### src/rtl/dj8_extmem_seq.sv
// rtl/dj8_extmem_seq.sv - dj8 external-memory bus sequencer (addr hi/lo, wait states, data phase)
module dj8_extmem_seq #(
   parameter int ADDR_W   = 16,
   parameter int WAIT_CYC = 1
) (
   input  logic              clk,
   input  logic              rst_n,
   input  logic              req_valid,
   output logic              req_ready,
   input  logic [ADDR_W-1:0] req_addr,
   input  logic              req_we,
   input  logic [7:0]        req_wdata,
   output logic              rsp_valid,
   output logic [7:0]        rsp_rdata,
   output logic [7:0]        mem_ad_out,
   input  logic [7:0]        mem_d_in,
   output logic [7:0]        mem_d_out,
   output logic [7:0]        mem_d_oe,
   output logic              mem_ale_hi,
   output logic              mem_ale_lo,
   output logic              mem_we_n
);

   typedef enum logic [2:0] {
      S_IDLE,
      S_ADDR_HI,
      S_ADDR_LO,
      S_WAIT,
      S_DATA
   } state_t;

   // WAIT lasts WAIT_CYC cycles: counter starts at WAIT_CYC-1 and leaves on zero
   localparam bit         HAS_WAIT  = (WAIT_CYC > 0);
   localparam logic [2:0] WAIT_LOAD = HAS_WAIT ? 3'(WAIT_CYC - 1) : 3'd0;

   state_t      state_q;
   logic [15:0] addr_q;
   logic        we_q;
   logic [7:0]  wdata_q;
   logic [2:0]  cnt_q;
   logic        ready_q;
   logic        rsp_valid_q;
   logic [7:0]  rdata_q;
   logic [7:0]  ad_q;
   logic        ale_hi_q;
   logic        ale_lo_q;
   logic        we_n_q;
   logic [7:0]  d_out_q;
   logic [7:0]  oe_q;

   // Narrow CPU addresses are zero-padded to the full 16-bit bus address
   logic [15:0] addr_pad_d;
   assign addr_pad_d = 16'(req_addr);

   // Sequencer FSM; every bus output is registered against the state being entered
   always_ff @(posedge clk or negedge rst_n) begin
      if (!rst_n) begin
         state_q     <= S_IDLE;
         addr_q      <= '0;
         we_q        <= 1'b0;
         wdata_q     <= '0;
         cnt_q       <= '0;
         ready_q     <= 1'b1;
         rsp_valid_q <= 1'b0;
         rdata_q     <= '0;
         ad_q        <= '0;
         ale_hi_q    <= 1'b0;
         ale_lo_q    <= 1'b0;
         we_n_q      <= 1'b1;
         d_out_q     <= '0;
         oe_q        <= '0;
      end else begin
         rsp_valid_q <= 1'b0;
         ale_hi_q    <= 1'b0;
         ale_lo_q    <= 1'b0;
         we_n_q      <= 1'b1;
         case (state_q)
            S_IDLE: begin
               if (req_valid && ready_q) begin
                  addr_q   <= addr_pad_d;
                  we_q     <= req_we;
                  wdata_q  <= req_wdata;
                  ready_q  <= 1'b0;
                  ad_q     <= addr_pad_d[15:8];
                  ale_hi_q <= 1'b1;
                  state_q  <= S_ADDR_HI;
               end else begin
                  ad_q <= 8'h00;
               end
            end
            S_ADDR_HI: begin
               ad_q     <= addr_q[7:0];
               ale_lo_q <= 1'b1;
               state_q  <= S_ADDR_LO;
            end
            S_ADDR_LO: begin
               // Write data goes onto the pads from the first cycle after ADDR_LO
               if (we_q) begin
                  d_out_q <= wdata_q;
                  oe_q    <= 8'hFF;
               end
               if (HAS_WAIT) begin
                  cnt_q   <= WAIT_LOAD;
                  state_q <= S_WAIT;
               end else begin
                  we_n_q  <= ~we_q;
                  state_q <= S_DATA;
               end
            end
            S_WAIT: begin
               if (cnt_q == 3'd0) begin
                  we_n_q  <= ~we_q;
                  state_q <= S_DATA;
               end else begin
                  cnt_q <= cnt_q - 3'd1;
               end
            end
            S_DATA: begin
               if (!we_q) begin
                  rdata_q <= mem_d_in;
               end
               ad_q        <= 8'h00;
               d_out_q     <= 8'h00;
               oe_q        <= 8'h00;
               ready_q     <= 1'b1;
               rsp_valid_q <= 1'b1;
               state_q     <= S_IDLE;
            end
            default: begin
               ready_q <= 1'b1;
               ad_q    <= 8'h00;
               oe_q    <= 8'h00;
               d_out_q <= 8'h00;
               state_q <= S_IDLE;
            end
         endcase
      end
   end

   assign req_ready  = ready_q;
   assign rsp_valid  = rsp_valid_q;
   assign rsp_rdata  = rdata_q;
   assign mem_ad_out = ad_q;
   assign mem_ale_hi = ale_hi_q;
   assign mem_ale_lo = ale_lo_q;
   assign mem_we_n   = we_n_q;
   assign mem_d_out  = d_out_q;
   assign mem_d_oe   = oe_q;

endmodule
### config.mk
export PLATFORM = sky130hd
export DESIGN_NAME = dj8_extmem_seq
export DESIGN_NICKNAME = d
export VERILOG_FILES = /design/src/rtl/dj8_extmem_seq.sv
export SDC_FILE = /design/constraint.sdc
export NUM_CORES = 1
export LEC_CHECK = 0
export CAP_MARGIN = 20
export CORE_MARGIN = 3
export CORE_UTILIZATION = 41
export DETAILED_ROUTE_END_ITERATION = 12
export PLACE_DENSITY = 0.78
export SETUP_SLACK_MARGIN = 0.2
export SLEW_MARGIN = 5
export SYNTH_ARGS = -nofsm -noshare
export SYNTH_HDL_FRONTEND = slang
export SYNTH_SLANG_ARGS = --single-unit
### constraint.sdc
create_clock -name clk -period 1.9 [get_ports clk]
set_clock_uncertainty 0.2 [all_clocks]
set_input_delay 0.38 -clock clk [delete_from_list [all_inputs] [get_ports clk]]
set_output_delay 0.38 -clock clk [all_outputs]
set_load 0.05 [all_outputs]
==> metrics.yaml <==
status:
  outcome: "finished, final reports clean"
timing:
  period_share_pct: 91.10
  tns_ns: 0
  hold_slack_ns: 0.3119
  hold_viol: 0
  setup_violations: 0
  drv_slew: 0
  worstMarginPinSlew_ns: 0.2826
  grt_setup_unrepaired: "true"
  fmax_ghz: 0.5778
  fin_crit_ns: 1.731
  relSlewSlack_pct: 81.02
  worst_slack_ns: 0.1692
logic_synthesis:
  synth_top_area_cell: "dfrtp_1"
  synthArstFlopShare_pct: 100.0
  syn-num-nets: 197
  synth_cells: 159
  synth_edf_count: 0
  ys_types: 29
  yosysSeqAreaShare_pct: 60.03
  synthTopCellsByArea: "dfrtp_1, mux2_2, mux2_4"
  synth.avg_cell_area_um2: 13.92
  ys.flop_type: "dfrtp_1"
  synth_seq_cells: 53
  yosys.area.top_type_share_pct: 57.66
  synth_area_um2: 2213
  yosysWarningCount: 0
finish:
  fillCellCount: 409
  nets: 277
  utilization_pct: 62.34
  fin_cells: 310
  drive_gt1_share_pct: 40.83
  synthToLayoutAreaGrowth_pct: 45.68
  antenna_cells: 0
floorplanning:
  core_um2: 5172
  start_util_pct: 42.79
  chipHeight_um: 79.48
  die-area_um2: 6316
  die_w_um: 79.48
  core.rowCount: 26
  io_pins: 73
setup_path:
  cp.arrival_ns: 1.73
  cp_max_fo: 12
  critPathLaunchType: "input port"
  required_ns: 1.90
  cp-end-kind: "flip-flop"
  critPathKind: "input port to flip-flop"
clocking:
  cts_tree: "done"
  clock_sinks: 53
  clkLatencyLatePin_ns: 0.31
  path_clk_slew_ns: 0.09
  clk_path_buf_depth: 2
  cts-root-buf: "clkbuf_8"
  cts_buffers: 5
  h-tree-depth: 2
detailed_routing:
  vias: 1502
  drt_iter0_drc: 64
  ant_nets: 0
  wire_per_inst_um: 14.48
  drt_first_pass_iters: 4
  viasPerCell: 4.845
  drc: 0
  wirelength_um: 4489
global_route:
  gr-total-overflow: 0
  grt_start_max_net_pins: 54
  antenna_found_initial: 0
  grt_pass1_vias: 1559
  grt_pass1_wl_um: 7610
  grt_usage_pct: 15.58
flow_run:
  maxCapViolCount: 0
pwr:
  p_leak_nw: 1.594
  p_per_area_nw_per_um2: 1822
  ir_worst_vdd_uv: 872.5
place:
  place_hpwl_um: 3207
  dpl_worst_slack_ns: -0.1724
  dpl.cell_count: 299
  io_buffer_count: 72
  routabilityCongestion: 0.7421
hold_path:
  hp-class: "flip-flop to flip-flop"
==> power breakdown <==
group	switching (mW)	internal, mW	total [mW]
Clock	0.376	0.262	0.638
Combinational	1.83	1.51	3.35
Sequential	0.288	1.60	1.89
==> worst max-delay path: stages <==
cell and delay (ns):
clkdlybuf4s50_1 0.49, nand2_2 0.08, nor4_4 0.21, buf_6 0.23
mux2_2 0.35
==> cells in the mapped netlist (all sizes together) (2+ instances only) <==
master / count
a31oi: 3
nor2: 12
mux2: 25
inv: 5
nor2b: 2
nor3b: 2
a22o: 8
dfrtp: 51
clkbuf: 2
a21o: 8
ha: 2
buf: 14
dfstp: 2
nand2: 4
mux2i: 8
a21oi: 2
==> cell usage in the layout, fill, tap and decap left out, types with 2 or more instances in the layout <==
| cell | count |
|---|---|
| dfrtp_1 | 48 |
| buf_4 | 36 |
| clkdlybuf4s50_1 | 34 |
| mux2_2 | 15 |
| nor2_1 | 12 |
| buf_12 | 12 |
| mux2_4 | 10 |
| a21o_1 | 8 |
| a22o_1 | 8 |
| mux2i_1 | 8 |
| inv_1 | 5 |
| clkbuf_8 | 5 |
| buf_6 | 5 |
| nand2_1 | 3 |
| a31oi_1 | 3 |
| dfrtp_2 | 3 |
| nor3b_2 | 2 |
| a21oi_1 | 2 |
| ha_1 | 2 |
| dfstp_2 | 2 |
==> state kept, by name (all words and copies together), names as in the netlist <==
name / count
rsp_rdata: 8
addr_q: 8
mem_d_oe: 1
mem_we_n: 1
state_q: 3
wdata_q: 8
rsp_valid: 1
mem_ale_hi: 1
cnt_q: 3
mem_ale_lo: 1
mem_ad_out: 8
req_ready: 1
mem_d_out: 8
we_q: 1
==> stage by stage <==
stage | power, mW | instance area [µm²]
finish | 5.876 | 3224
global route | 6.217 | 3224
CTS | 5.892 | 3179
detailed placement | 5.223 | 3072
global placement | 5.151 | 3072
floorplan | 4.059 | 2218
==> worst paths after layout <==
check / slack (ns) / cells after the start / end / from
min in group asynchronous: 0.41 / 3 / mem_d_out[0]$_DFFE_PN0P_ / rst_n
worst max-delay path: 0.17 / 5 / addr_q[2]$_DFFE_PN0P_ / req_valid
worst max register to register: 0.20 / 3 / addr_q[2]$_DFFE_PN0P_ / state_q[1]$_DFFE_PN0P_
max in group asynchronous: 0.79 / 3 / req_ready$_DFFE_PN1P_ / rst_n
worst min-delay path: 0.31 / 1 / cnt_q[0]$_DFFE_PN0P_ / cnt_q[0]$_DFFE_PN0P_
worst min register to register: 0.31 / 1 / cnt_q[0]$_DFFE_PN0P_ / cnt_q[0]$_DFFE_PN0P_
==> cell type report <==
class                   instances  area [µm²]  share of cell area, %
multi-input cells              85       773.2                  23.98
repair buffers                 89       922.1                  28.60
inverters                       5       18.77                 0.5821
clock inverters                 3       21.27                 0.6597
well taps                      70       87.58                  2.716
flip-flops and latches         53        1333                  41.33
clock buffers                   5       68.82                  2.134
==> kinds of logic (layout without fill, tap and decap cells) <==
kind of cell / count (synthesis) / count (layout) / synth area share, %
multiplexers: 33 / 33 / 18.03
AND/OR/NAND/NOR: 25 / 25 / 6.275
buffers and inverters: 21 / 102 / 5.823
AO/OA/AOI/OAI: 25 / 25 / 8.706
adder cells (fa/ha/maj): 2 / 2 / 1.130
flip-flops: 53 / 53 / 60.03
==> routing by layer <==
metal  vias to the layer above  track usage [%]  wire (µm)
met2                        63            24.96       2068
li1                        705                -          -
met1                       728            20.62       1990
met3                         6            4.289        372
met5                         -                0          0
met4                         0            4.639         57
==> timing repair <==
action	4_1_cts	5_1_grt
endpoints found under the hold margin	51	0
resized for setup	2	10
pin swaps	0	1
setup endpoints to repair	21	42
buffers inserted	0	2
hold buffers	1	0
Note: power is estimated with default switching activity, not from simulation.
